==> config.mk <==
export PLATFORM = sky130hd
export DESIGN_NAME = mod_key_engine_flat
export DESIGN_NICKNAME = d
export VERILOG_FILES = /design/src/rtl/mod_key_engine_if.sv /design/src/rtl/mod_key_engine.sv /design/src/flat_wrapper.sv
export SDC_FILE = /design/constraint.sdc
export NUM_CORES = 1
export LEC_CHECK = 0
export CAP_MARGIN = 10
export CORE_ASPECT_RATIO = 1.1
export CORE_MARGIN = 2
export CORE_UTILIZATION = 55
export DETAILED_ROUTE_END_ITERATION = 7
export PLACE_DENSITY = 0.89
export REMOVE_ABC_BUFFERS = 1
export SKIP_CTS_REPAIR_TIMING = 1
export SYNTH_ARGS = -nofsm -noshare
export SYNTH_HDL_FRONTEND = slang
export SYNTH_SLANG_ARGS = --single-unit
export TNS_END_PERCENT = 20
==> constraint.sdc <==
create_clock -name clk -period 2.1 [get_ports clk]
set_input_delay 0.315 -clock clk [delete_from_list [all_inputs] [get_ports clk]]
set_output_delay 0.315 -clock clk [all_outputs]
set_load 0.05 [all_outputs]
==> src/rtl/mod_key_engine_if.sv <==
// ---------------------------------------------------------------------------
// mod_key_engine_if
// Request/response bundle for the modular key/cipher engine.
//   start        : request pulse from the requester
//   mode         : 00 keygen, 01 encrypt, 10 decrypt, 11 invalid
//   secret_key   : Sk operand (W bits)
//   data_in      : plaintext D or ciphertext C (W bits)
//   result       : Pk, C or D produced by the engine (W bits)
//   ready        : one-cycle pulse, result updated
//   busy         : operation in progress
//   err_*        : validation flags latched at the last start
// Modports: master = requester side, slave = engine side.
// ---------------------------------------------------------------------------
interface mod_key_engine_if #(
  parameter int W = 8
);
  logic         start;
  logic [1:0]   mode;
  logic [W-1:0] secret_key;
  logic [W-1:0] data_in;
  logic [W-1:0] result;
  logic         ready;
  logic         busy;
  logic         err_invalid_seckey;
  logic         err_invalid_data;
  logic         err_invalid_mode;

  modport master (
    output start, mode, secret_key, data_in,
    input  result, ready, busy,
    input  err_invalid_seckey, err_invalid_data, err_invalid_mode
  );

  modport slave (
    input  start, mode, secret_key, data_in,
    output result, ready, busy,
    output err_invalid_seckey, err_invalid_data, err_invalid_mode
  );
endinterface

==> src/rtl/mod_key_engine.sv <==
// ---------------------------------------------------------------------------
// mod_key_engine
// Modular key/cipher engine over GF(P) built on Pk = (Sk + Q) mod P.
//   keygen : result = (Sk + Q) mod P
//   encrypt: result = (D + Sk + Q) mod P
//   decrypt: result = (C - Sk - Q) mod P
// The unreduced sum is loaded into a W+2 bit register and reduced by at most
// one conditional subtraction of P per cycle (every load is < 3P, so at most
// two subtractions are ever needed).
// Ports:
//   clk   : clock, rising edge
//   rst_n : asynchronous active-low reset
//   bus   : mod_key_engine_if.slave request/response bundle
// ---------------------------------------------------------------------------
module mod_key_engine #(
  parameter int W = 8,
  parameter int P = 227,
  parameter int Q = 225
) (
  input  logic              clk,
  input  logic              rst_n,
  mod_key_engine_if.slave   bus
);

  localparam logic [W+1:0] P_S  = (W+2)'(P);
  localparam logic [W+1:0] Q_S  = (W+2)'(Q);
  localparam logic [W+1:0] P2_S = (W+2)'(2 * P);

  typedef enum logic [0:0] {
    ST_IDLE   = 1'b0,
    ST_REDUCE = 1'b1
  } state_t;

  state_t       r_state;
  state_t       w_state_next;
  logic [W+1:0] r_sum;
  logic [W+1:0] w_sum_next;
  logic [W-1:0] r_result;
  logic [W-1:0] w_result_next;
  logic         r_ready;
  logic         w_ready_next;
  logic         r_busy;
  logic         w_busy_next;
  logic         r_err_seckey;
  logic         w_err_seckey_next;
  logic         r_err_data;
  logic         w_err_data_next;
  logic         r_err_mode;
  logic         w_err_mode_next;

  logic [W+1:0] w_sk_ext;
  logic [W+1:0] w_data_ext;
  logic         w_sk_bad;
  logic         w_data_bad;
  logic         w_mode_bad;
  logic [W+1:0] w_load_sum;

  assign w_sk_ext   = {2'b00, bus.secret_key};
  assign w_data_ext = {2'b00, bus.data_in};

  assign w_sk_bad   = (bus.secret_key == '0) || (w_sk_ext >= P_S);
  assign w_mode_bad = (bus.mode == 2'b11);
  // data_in only matters for encrypt/decrypt
  assign w_data_bad = ((bus.mode == 2'b01) || (bus.mode == 2'b10)) &&
                      (w_data_ext >= P_S);

  // Decrypt adds 2P before subtracting Sk + Q so the value stays positive
  // (Sk, Q <= P-1 guarantees a result >= 2); modular wrap of the intermediate
  // terms cancels out in W+2 bit arithmetic.
  always_comb begin
    w_load_sum = w_sk_ext + Q_S;
    case (bus.mode)
      2'b00:   w_load_sum = w_sk_ext + Q_S;
      2'b01:   w_load_sum = w_data_ext + w_sk_ext + Q_S;
      2'b10:   w_load_sum = w_data_ext + P2_S - w_sk_ext - Q_S;
      default: w_load_sum = w_sk_ext + Q_S;
    endcase
  end

  always_comb begin
    w_state_next      = r_state;
    w_sum_next        = r_sum;
    w_result_next     = r_result;
    w_ready_next      = 1'b0;
    w_busy_next       = r_busy;
    w_err_seckey_next = r_err_seckey;
    w_err_data_next   = r_err_data;
    w_err_mode_next   = r_err_mode;
    case (r_state)
      ST_IDLE: begin
        if (bus.start) begin
          w_err_seckey_next = w_sk_bad;
          w_err_data_next   = w_data_bad;
          w_err_mode_next   = w_mode_bad;
          if (!(w_sk_bad || w_data_bad || w_mode_bad)) begin
            w_sum_next   = w_load_sum;
            w_busy_next  = 1'b1;
            w_state_next = ST_REDUCE;
          end
        end
      end
      ST_REDUCE: begin
        if (r_sum >= P_S) begin
          w_sum_next = r_sum - P_S;
        end else begin
          // r_sum < P < 2^W here, so the upper two bits are zero
          w_result_next = r_sum[W-1:0];
          w_ready_next  = 1'b1;
          w_busy_next   = 1'b0;
          w_state_next  = ST_IDLE;
        end
      end
      default: begin
        w_state_next = ST_IDLE;
        w_busy_next  = 1'b0;
      end
    endcase
  end

  always_ff @(posedge clk or negedge rst_n) begin
    if (!rst_n) begin
      r_state      <= ST_IDLE;
      r_sum        <= '0;
      r_result     <= '0;
      r_ready      <= 1'b0;
      r_busy       <= 1'b0;
      r_err_seckey <= 1'b0;
      r_err_data   <= 1'b0;
      r_err_mode   <= 1'b0;
    end else begin
      r_state      <= w_state_next;
      r_sum        <= w_sum_next;
      r_result     <= w_result_next;
      r_ready      <= w_ready_next;
      r_busy       <= w_busy_next;
      r_err_seckey <= w_err_seckey_next;
      r_err_data   <= w_err_data_next;
      r_err_mode   <= w_err_mode_next;
    end
  end

  assign bus.result             = r_result;
  assign bus.ready              = r_ready;
  assign bus.busy               = r_busy;
  assign bus.err_invalid_seckey = r_err_seckey;
  assign bus.err_invalid_data   = r_err_data;
  assign bus.err_invalid_mode   = r_err_mode;

endmodule

==> src/flat_wrapper.sv <==
// flat-port wrapper written by rule: the top's interface ports become plain ports
module mod_key_engine_flat 
#(
  parameter int W = 8,
  parameter int P = 227,
  parameter int Q = 225
)
  (clk, rst_n, bus_start, bus_mode, bus_secret_key, bus_data_in, bus_result, bus_ready, bus_busy, bus_err_invalid_seckey, bus_err_invalid_data, bus_err_invalid_mode);
  mod_key_engine_if #(.W(W)) bus_i ();
  input  logic clk;
  input  logic rst_n;
  input wire logic [$bits(bus_i.start)-1:0] bus_start;
  input wire logic [$bits(bus_i.mode)-1:0] bus_mode;
  input wire logic [$bits(bus_i.secret_key)-1:0] bus_secret_key;
  input wire logic [$bits(bus_i.data_in)-1:0] bus_data_in;
  output wire logic [$bits(bus_i.result)-1:0] bus_result;
  output wire logic [$bits(bus_i.ready)-1:0] bus_ready;
  output wire logic [$bits(bus_i.busy)-1:0] bus_busy;
  output wire logic [$bits(bus_i.err_invalid_seckey)-1:0] bus_err_invalid_seckey;
  output wire logic [$bits(bus_i.err_invalid_data)-1:0] bus_err_invalid_data;
  output wire logic [$bits(bus_i.err_invalid_mode)-1:0] bus_err_invalid_mode;
  assign bus_i.start = bus_start;
  assign bus_i.mode = bus_mode;
  assign bus_i.secret_key = bus_secret_key;
  assign bus_i.data_in = bus_data_in;
  assign bus_result = bus_i.result;
  assign bus_ready = bus_i.ready;
  assign bus_busy = bus_i.busy;
  assign bus_err_invalid_seckey = bus_i.err_invalid_seckey;
  assign bus_err_invalid_data = bus_i.err_invalid_data;
  assign bus_err_invalid_mode = bus_i.err_invalid_mode;
  mod_key_engine #(.W(W), .P(P), .Q(Q)) u_core (.clk(clk), .rst_n(rst_n), .bus(bus_i));
endmodule
==> qor.yml <==
final_area_sq_um: 4290
postRouteAntennaNets: 0
slew_headroom_pct: 48.3
power.density_nw_per_um2: 947
area_delta_synth_final_pct: 59.2
worst_ep_arrival_time_ns: 2.52
num_vias: 3504
gp_congestion: 0.969
synth-seq-area-share_pct: 22.3
cts_tree: "built"
r2r_setup_slack_ns: -0.08
routedWlPerCell_um: 25.3
ir_drop_mv: 0.512
hold_path.class: "in -> async"
drc: 1
fin_hold_ws_ns: 0.388
clock_latency_ns: 0.27
crit_required_ns: 2.27
cts-buffers-inserted: 3
initial_utilization_pct: 57.6
cap_violations: 0
grt_usage_pct: 31.5
synthTopCellsByArea: "dfrtp_1, ha_1, a21oi_1"
grt_setup_unrepaired: "yes"
die_y_um: 77.5
route.met3.wl_um: 1210
syn-instance-count: 313
clock-sinks: 24
yosys_register_bits: 24
fp.coreArea_sq_um: 4680
status: "finished, violations left"
overflow: 0
final_cells: 494
antenna_found_initial: 0
grt_max_degree: 25
dr.max_layer_used: "met4"
syn_avg_cell_area_sq_um: 8.62
cts_buffer_depth: 2
vias_per_cell: 7.09
fin_util_pct: 91.7
fin_crit_sh_pct: 112
path_max_fanout: 3
fin_ws_ns: -0.253
synth_edf_count: 0
drt_iter0_drc: 495
hold_violations: 0
violations: "design-rule violations, negative setup slack"
syn-cell-area_sq_um: 2700
yosysTopAreaCell: "dfrtp_1"
fmax_ghz: 0.425
critPathCaptureType: "flip-flop"
firstDrtPassIters: 8
insertedDiodeCount: 0
dp_cells: 483
cp-start-kind: "input pin"
path_clk_slew_ns: 0.09
core.rowCount: 26
num-nets-final: 491
io_pins: 34
io_buffers: 33
drt-total-wl_um: 12500
min_period_ns: 2.35
cts-root-buf: "clkbuf_8"
synth-main-ff-cell: "dfrtp_1"
synth_top_area_share_pct: 22.3
wl_met2_um: 5980
drive_gt1_share_pct: 43.4
async_flop_share_pct: 100
fin_worst_skew_ns: 0.00480
synth_common_cells: "ha_1, inv_1, dfrtp_1"
die_w_um: 70.8
synth_cell_types: 69
finalSetupViolations: 8
wirelength_met1_um: 4180
dieArea_sq_um: 5480
placedInstanceArea_sq_um: 3730
yosysWarnings: 0
worst-setup-path-type: "in -> reg"
worst_pin_slew_ns: 0.769
grt_pass1_vias: 3110
hpwlAfterDp_um: 6810
place_ws_ns: -1.04
grt_pass1_wl_um: 14200
cts_max_level: 1
p_leak_nw: 1.93
drv_slew: 0
[registers in the layout, indices dropped and copies added, names as in the netlist]
register / count
u_core.bus.busy: 1
u_core.bus.err_invalid_data: 1
u_core.bus.err_invalid_mode: 1
u_core.bus.err_invalid_seckey: 1
u_core.bus.ready: 1
u_core.bus.result: 8
u_core.r_state: 1
u_core.r_sum: 10
[worst max-delay path: stages]
cell and delay, ns:
clkbuf_2 0.16, inv_1 0.10, fa_2 0.55, inv_2 0.06
ha_4 0.19, nor3b_4 0.16, mux2i_2 0.22, xor2_1 0.13
a221o_1 0.34, a221o_1 0.29
[cells by family (layout without fill, tap and decap cells)]
group	count (synthesis)	count (layout)	synth area share (%)
mux	13	13	5.29
fa+ha+maj	31	31	14.7
xor+xnor	19	19	6.17
buf+inv	39	164	5.66
flops	24	24	22.3
simple gates	86	86	17.4
compound gates	101	101	28.5
[layout by cell type (no fill, tap or decap), types with 3 or more instances in the layout]
| cell type | count |
|---|---|
| a21oi_1 | 21 |
| inv_2 | 11 |
| a21o_1 | 3 |
| ha_1 | 13 |
| o211ai_1 | 4 |
| nand3_1 | 12 |
| mux2_2 | 10 |
| nor3_1 | 4 |
| dlymetal6s2s_1 | 10 |
| dfrtp_1 | 24 |
| clkdlybuf4s50_1 | 16 |
| inv_1 | 17 |
| nor2_1 | 16 |
| ha_4 | 14 |
| a211oi_2 | 4 |
| buf_6 | 5 |
| ha_2 | 3 |
| a221o_1 | 5 |
| or2_1 | 3 |
| o21ai_0 | 9 |
| xor2_1 | 6 |
| nand2b_1 | 5 |
| a211oi_1 | 4 |
| xnor2_1 | 12 |
| or3_1 | 3 |
| nand2_1 | 16 |
| buf_4 | 94 |
| o21ai_1 | 5 |
| clkbuf_8 | 4 |
[routing by layer]
| metal | vias to the layer above | GRT usage (%) |
|---|---|---|
| li1 | 1419 | - |
| met1 | 1586 | 33.7 |
| met2 | 366 | 60.7 |
| met3 | 133 | 3.51 |
| met4 | 0 | 13.8 |
| met5 | - | 0 |
[path summary, 6_finish.rpt]
| path | from | endpoint | cells past startpoint |
|---|---|---|---|
| max in group asynchronous | rst_n | u_core.r_sum[9] | 2 |
| hold reg to reg | u_core.bus.result[6] | u_core.bus.result[6] | 1 |
| hold / removal | rst_n | u_core.r_state | 2 |
| setup / recovery | bus_secret_key[1] | u_core.r_sum[4] | 10 |
| min in group clk | u_core.bus.result[6] | u_core.bus.result[6] | 1 |
| setup reg to reg | u_core.r_sum[0] | u_core.r_sum[4] | 7 |
[where the power goes]
group | internal, mW | switching [mW] | total [mW]
sequential | 0.680 | 0.228 | 0.908
clock | 0.168 | 0.157 | 0.325
combinational | 1.20 | 1.64 | 2.83
[metrics by stage]
step | setup TNS (ns) | power [mW]
floorplan | -0.933 | 2.32
global placement | -7.46 | 3.14
detailed placement | -9.02 | 3.25
CTS | -5.66 | 3.58
global route | -1.71 | 4.22
finish | -1.33 | 4.07
[layout make-up]
| cell class | instances | area, sq um |
|---|---|---|
| fill | 175 | 390 |
| inverter | 30 | 118 |
| clock buffer | 4 | 55.1 |
| sequential | 24 | 601 |
| timing repair buffer | 130 | 1090 |
| tap | 56 | 70.1 |
| multi-input combinational | 250 | 2360 |
Power figures use the tool's default switching activity.
